[config.mk]
export PLATFORM = sky130hd
export DESIGN_NAME = game_screen_ctrl
export DESIGN_NICKNAME = d
export VERILOG_FILES = /design/src/rtl/vga_pkg.sv /design/src/rtl/frame_tick_gen.sv /design/src/rtl/game_screen_ctrl.sv
export SDC_FILE = /design/constraint.sdc
export NUM_CORES = 1
export LEC_CHECK = 0
export BUFFER_PORTS_ARGS = -buffer_cell sky130_fd_sc_hd__clkbuf_2
export CAP_MARGIN = 5
export CORE_MARGIN = 2
export CORE_UTILIZATION = 49
export CTS_BUF_LIST = sky130_fd_sc_hd__clkbuf_4 sky130_fd_sc_hd__clkbuf_8
export CTS_CLUSTER_DIAMETER = 30
export CTS_CLUSTER_SIZE = 8
export DETAILED_ROUTE_END_ITERATION = 7
export MAX_ROUTING_LAYER = met4
export PLACE_DENSITY = 0.73
export SLEW_MARGIN = 20
export SYNTH_ARGS = -nofsm -noshare
export SYNTH_HDL_FRONTEND = slang
export SYNTH_HIERARCHICAL = 1
export SYNTH_SLANG_ARGS = --single-unit
[constraint.sdc]
create_clock -name clk -period 2.5 [get_ports clk]
set_input_delay 0.5 -clock clk [delete_from_list [all_inputs] [get_ports clk]]
set_output_delay 0.5 -clock clk [all_outputs]
set_load 0.005 [all_outputs]
[src/rtl/vga_pkg.sv]
// vga_pkg: types and defaults shared along the VGA overlay chain.
// Screen select enum used by game_screen_ctrl and the overlay drawer.
package vga_pkg;

  typedef enum logic [1:0] {
    SCREEN_START  = 2'd0,
    SCREEN_PLAY   = 2'd1,
    SCREEN_FINISH = 2'd2
  } screen_t;

  localparam logic [11:0] GOAL_X_MIN_DEF = 12'd500;
  localparam logic [11:0] GOAL_X_MAX_DEF = 12'd700;
  localparam logic [11:0] GOAL_Y_MIN_DEF = 12'd100;
  localparam logic [11:0] GOAL_Y_MAX_DEF = 12'd112;
  localparam logic [1:0]  FINISH_LVL_DEF = 2'b11;

  localparam int unsigned GOAL_FRAMES_DEF   = 4;
  localparam int unsigned START_FRAMES_DEF  = 3;
  localparam int unsigned FINISH_FRAMES_DEF = 600;

  // Open rectangle test: edges themselves are outside.
  function automatic logic in_region(
    input logic [11:0] x,
    input logic [11:0] y,
    input logic [11:0] x_min,
    input logic [11:0] x_max,
    input logic [11:0] y_min,
    input logic [11:0] y_max
  );
    return (x > x_min) && (x < x_max) &&
           (y > y_min) && (y < y_max);
  endfunction

endpackage

[src/rtl/frame_tick_gen.sv]
// frame_tick_gen: one-cycle pulse per rising edge of vblnk.
// Ports: clk, rst (async active-low), vblnk in; frame_tick out.
module frame_tick_gen (
  input  logic clk,
  input  logic rst,
  input  logic vblnk,
  output logic frame_tick
);

  logic vblnk_d;
  logic primed;

  always_ff @(posedge clk or negedge rst) begin
    if (!rst) begin
      vblnk_d    <= 1'b0;
      primed     <= 1'b0;
      frame_tick <= 1'b0;
    end else begin
      vblnk_d    <= vblnk;
      primed     <= 1'b1;
      // The first sample after reset only seeds vblnk_d,
      // so a vblnk already high at release is not an edge.
      frame_tick <= primed & vblnk & ~vblnk_d;
    end
  end

endmodule

[src/rtl/game_screen_ctrl.sv]
// game_screen_ctrl: frame-synchronous START/PLAY/FINISH sequencer.
// In: clk, rst(async low), vblnk, start_btn, level, x/y_value.
// Out: screen, game_en, game_rst, frame_tick.
module game_screen_ctrl
  import vga_pkg::*;
#(
  parameter logic [11:0] GOAL_X_MIN    = GOAL_X_MIN_DEF,
  parameter logic [11:0] GOAL_X_MAX    = GOAL_X_MAX_DEF,
  parameter logic [11:0] GOAL_Y_MIN    = GOAL_Y_MIN_DEF,
  parameter logic [11:0] GOAL_Y_MAX    = GOAL_Y_MAX_DEF,
  parameter logic [1:0]  FINISH_LEVEL  = FINISH_LVL_DEF,
  parameter int unsigned GOAL_FRAMES   = GOAL_FRAMES_DEF,
  parameter int unsigned START_FRAMES  = START_FRAMES_DEF,
  parameter int unsigned FINISH_FRAMES = FINISH_FRAMES_DEF
) (
  input  logic        clk,
  input  logic        rst,
  input  logic        vblnk,
  input  logic        start_btn,
  input  logic [1:0]  level,
  input  logic [11:0] x_value,
  input  logic [11:0] y_value,
  output screen_t     screen,
  output logic        game_en,
  output logic        game_rst,
  output logic        frame_tick
);

  localparam int SW = $clog2(START_FRAMES + 1);
  localparam int GW = $clog2(GOAL_FRAMES + 1);
  localparam int FW = $clog2(FINISH_FRAMES + 1);

  localparam logic [SW-1:0] START_MAX = SW'(START_FRAMES);
  localparam logic [GW-1:0] GOAL_MAX  = GW'(GOAL_FRAMES);
  localparam logic [FW-1:0] FIN_MAX   = FW'(FINISH_FRAMES);

  typedef enum logic [1:0] {
    S_START,
    S_PLAY,
    S_FINISH,
    S_RESTART
  } state_t;

  state_t        state;
  logic          armed;
  logic [SW-1:0] start_cnt;
  logic [GW-1:0] goal_cnt;
  logic [FW-1:0] fin_cnt;

  logic [SW-1:0] start_inc;
  logic [GW-1:0] goal_inc;
  logic [FW-1:0] fin_inc;
  logic          in_goal;

  frame_tick_gen u_tick (
    .clk        (clk),
    .rst        (rst),
    .vblnk      (vblnk),
    .frame_tick (frame_tick)
  );

  assign in_goal = (level == FINISH_LEVEL) &&
                   in_region(x_value, y_value,
                             GOAL_X_MIN, GOAL_X_MAX,
                             GOAL_Y_MIN, GOAL_Y_MAX);

  // Saturating increments; each counter stops at its limit.
  always_comb begin
    start_inc = start_cnt;
    goal_inc  = goal_cnt;
    fin_inc   = fin_cnt;
    if (start_cnt != START_MAX) start_inc = start_cnt + 1'b1;
    if (goal_cnt != GOAL_MAX)   goal_inc  = goal_cnt + 1'b1;
    if (fin_cnt != FIN_MAX)     fin_inc   = fin_cnt + 1'b1;
  end

  always_ff @(posedge clk or negedge rst) begin
    if (!rst) begin
      state     <= S_START;
      screen    <= SCREEN_START;
      game_en   <= 1'b0;
      game_rst  <= 1'b0;
      armed     <= 1'b0;
      start_cnt <= '0;
      goal_cnt  <= '0;
      fin_cnt   <= '0;
    end else begin
      game_rst <= 1'b0;
      unique case (state)
        S_START: begin
          if (frame_tick) begin
            if (!start_btn) begin
              // Button must be seen released before it counts.
              armed     <= 1'b1;
              start_cnt <= '0;
            end else if (armed) begin
              if (start_inc == START_MAX) begin
                state     <= S_PLAY;
                screen    <= SCREEN_PLAY;
                game_en   <= 1'b1;
                start_cnt <= '0;
                goal_cnt  <= '0;
                fin_cnt   <= '0;
              end else begin
                start_cnt <= start_inc;
              end
            end
          end
        end
        S_PLAY: begin
          if (frame_tick) begin
            if (!in_goal) begin
              goal_cnt <= '0;
            end else if (goal_inc == GOAL_MAX) begin
              state     <= S_FINISH;
              screen    <= SCREEN_FINISH;
              game_en   <= 1'b0;
              start_cnt <= '0;
              goal_cnt  <= '0;
              fin_cnt   <= '0;
            end else begin
              goal_cnt <= goal_inc;
            end
          end
        end
        S_FINISH: begin
          if (frame_tick) begin
            if (fin_inc == FIN_MAX) begin
              state     <= S_RESTART;
              screen    <= SCREEN_START;
              game_en   <= 1'b0;
              game_rst  <= 1'b1;
              start_cnt <= '0;
              goal_cnt  <= '0;
              fin_cnt   <= '0;
            end else begin
              fin_cnt <= fin_inc;
            end
          end
        end
        S_RESTART: begin
          // Single cycle, independent of frame_tick.
          state     <= S_START;
          screen    <= SCREEN_START;
          game_en   <= 1'b0;
          armed     <= 1'b0;
          start_cnt <= '0;
          goal_cnt  <= '0;
          fin_cnt   <= '0;
        end
        default: begin
          state  <= S_START;
          screen <= SCREEN_START;
        end
      endcase
    end
  end

endmodule
==> flow_summary.toml <==
[status]
outcome = "finished clean"

[synthesis]
synth_top_area_frac = 0.367
synth.area.top_cells = "dfrtp_1, ha_1, a21oi_1"
synth-async-reset-ratio = 1.00
yosysWarningCount = 6
synth_edf_count = 0
syn_nets = 214
ys_ff_latch = 24
synthesis.area_sq_um = 1640
ys_seq_area_frac = 0.367
avgSynthCellArea_sq_um = 9.31
ys_types = 51
synth_top_flop_cell = "dfrtp_1"
synthCells = 176
yosysTopAreaCell = "dfrtp_1"

[sta]
rsz0062_at_grt = "yes"
fin_ws_ns = 0.152
period_share = 0.939
relSlewSlack = 0.586
fin_worst_skew_ns = 0.00894
max_freq_mhz = 426
setup_violations = 0
hold_ws_ns = 0.161
final-hold-violation-count = 0
maxSlewViolCount = 0
fin_crit_ns = 2.35
worst_slew_pin_slew_ns = 0.621

[power_and_ir_drop]
comb_power_share = 0.499
power-per-cell-area_nw_per_um2 = 740
p_sw_frac = 0.407
power_mw = 1.44
p_int_mw = 0.856
power.switching_mw = 0.587
ir_drop_mv = 0.522
power_frac_seq = 0.357
clockPowerShare = 0.144
leakagePower_nw = 0.900

[finish]
final_nets = 255
num-fill-cells = 284
fin_cells = 260
multi_input_area_sq_um = 971
area_growth_pct = 19.1
drive_above_1_share = 0.287
final_area_sq_um = 1950
seq_area_sq_um = 602
antenna_cells = 0

[worst_setup_path]
cp-start-kind = "register"
rr_worst_depth = 8
rr_startpoint = "fin_cnt[1]"
crit_path_end_kind = "register"
critPathMaxFanout = 4
arrival_ns = 2.57
crit_end = "start_cnt[1]"
startpoint = "fin_cnt[1]"
r2r-end = "start_cnt[1]"
path_class = "register to register"
rrSetupSlack_ns = 0.15
required_ns = 2.72

[global_route]
grt_overflow_total = 0
grt_max_degree = 25
grt_pass1_wl_mm = 6.44
grt_pass1_vias = 1430
antenna_found_initial = 0
grt_usage = 0.233

[placement]
hpwlAfterDp_mm = 3.00
dp_slack_ns = 0.122
place_inst = 256
io_buffers = 34
placed_cell_area_sq_um = 1890
globalplace.congestion = 0.918

[routing]
drtIter0Drc = 54
drt_first_pass_iters = 4
drc_errors = 0
vias = 1469
wl_mm = 3.79
vias_per_cell = 5.65
ant_nets = 0
wl_per_cell_microns = 14.6

[clocking]
cts_resized = 0
cts_tree = "done"
cts_buffers = 3
h-tree-depth = 1
root_buffer = "clkbuf_4"
cts_hold_buf = 0
clk_latency_ns = 0.32
clk_path_buf_depth = 2
cts.sinks = 24
cts_setup_buffers = 0
path_clk_slew_ns = 0.14

[min_path]
min_path_type = "input pin to async pin"

[floorplanning]
dieArea_sq_um = 3820
core_area_sq_um = 3130
die_h_microns = 61.8
rows = 20
start_util = 0.524
die_w_microns = 61.8
ioPinCount = 35

[flow_run]
drv_cap = 0
[power groups by stage]
stage / clock, mW / combinational (mW) / sequential (mW)
floorplan: 0 / 0.473 / 0.506
global placement: 0 / 0.671 / 0.520
detailed placement: 0 / 0.694 / 0.524
CTS: 0.216 / 0.697 / 0.516
global route: 0.230 / 0.807 / 0.530
finish: 0.208 / 0.720 / 0.515
[how the worst min path moves through the flow]
| stage | from | to | depth (start not counted) |
|---|---|---|---|
| after floorplan | rst | armed | 0 |
| after CTS | rst | goal_cnt[0] | 1 |
| after global placement | screen[1] | screen[1] | 1 |
| final | rst | goal_cnt[0] | 1 |
| after global routing | rst | goal_cnt[1] | 1 |
| after detailed placement | screen[1] | screen[1] | 1 |
[worst max-delay path, cell delays in order (launching register included)]
cell	delay [ns]
dfrtp_1	0.44
inv_1	0.07
ha_1	0.13
nand2_1	0.08
nor4_4	0.36
mux2i_1	0.31
a41oi_2	0.19
a211o_1	0.35
mux2_1	0.32
[logic make-up after synthesis]
kind of cell | synth area share
DFF | 0.367
adders and majority gates | 0.0611
muxes | 0.0336
other | 0.00229
xor gates and xnor gates | 0.0206
buffers and inverters | 0.0535
and+or+nand+nor | 0.248
AOI/OAI and AO/OA | 0.214
[per-layer routing]
layer  track usage  part of all wire
met2         0.374              0.51
met5             -                 0
met1         0.303              0.44
met4        0.0669             0.011
met3        0.0414             0.035
[registers in the layout, indices dropped and copies added (netlist names)]
register / count
armed: 1
start_cnt: 2
state: 2
u_tick/frame_tick: 1
u_tick/vblnk_d: 1
goal_cnt: 3
fin_cnt: 10
screen: 2
u_tick/primed: 1
game_rst: 1
[final cells by class]
| type | count | area share |
|---|---|---|
| sequential | 24 | 0.309 |
| inverter | 11 | 0.0212 |
| tap | 44 | 0.0282 |
| timing repair buffer | 44 | 0.126 |
| clock buffer | 4 | 0.0186 |
| multi-input combinational | 133 | 0.498 |
[metrics by stage]
| stage | setup TNS [ns] | util |
|---|---|---|
| 2_1_floorplan | 0 | - |
| 3_3_place_gp | 0 | 0.605 |
| 3_5_place_dp | 0 | 0.605 |
| 4_1_cts | 0 | 0.616 |
| 5_1_grt | -0.0213 | 0.624 |
| 6_report | 0 | 0.624 |
[placed cells by master, fill, tap and decap left out, drive strengths merged, types with 4 or more instances in the layout]
cell type,count
and3,5
dfrtp,24
nand2b,5
inv,11
o21ai,11
nor2,5
buf,10
a21oi,12
nand2,16
o22ai,6
nand3,9
clkbuf,38
mux2,4
nand4,5
ha,8
[cells in the mapped netlist (3+ instances only)]
cell type,instances
o22ai_1,6
nand3_1,8
and3_1,5
nand2_1,16
nor2_1,5
nand2b_1,4
mux2_1,4
nand4_1,5
dfrtp_1,24
o21ai_0,9
clkbuf_1,3
nor3_1,3
o31ai_1,3
buf_4,4
inv_1,11
a21oi_1,12
ha_1,8
(Power assumes the default switching activity.)
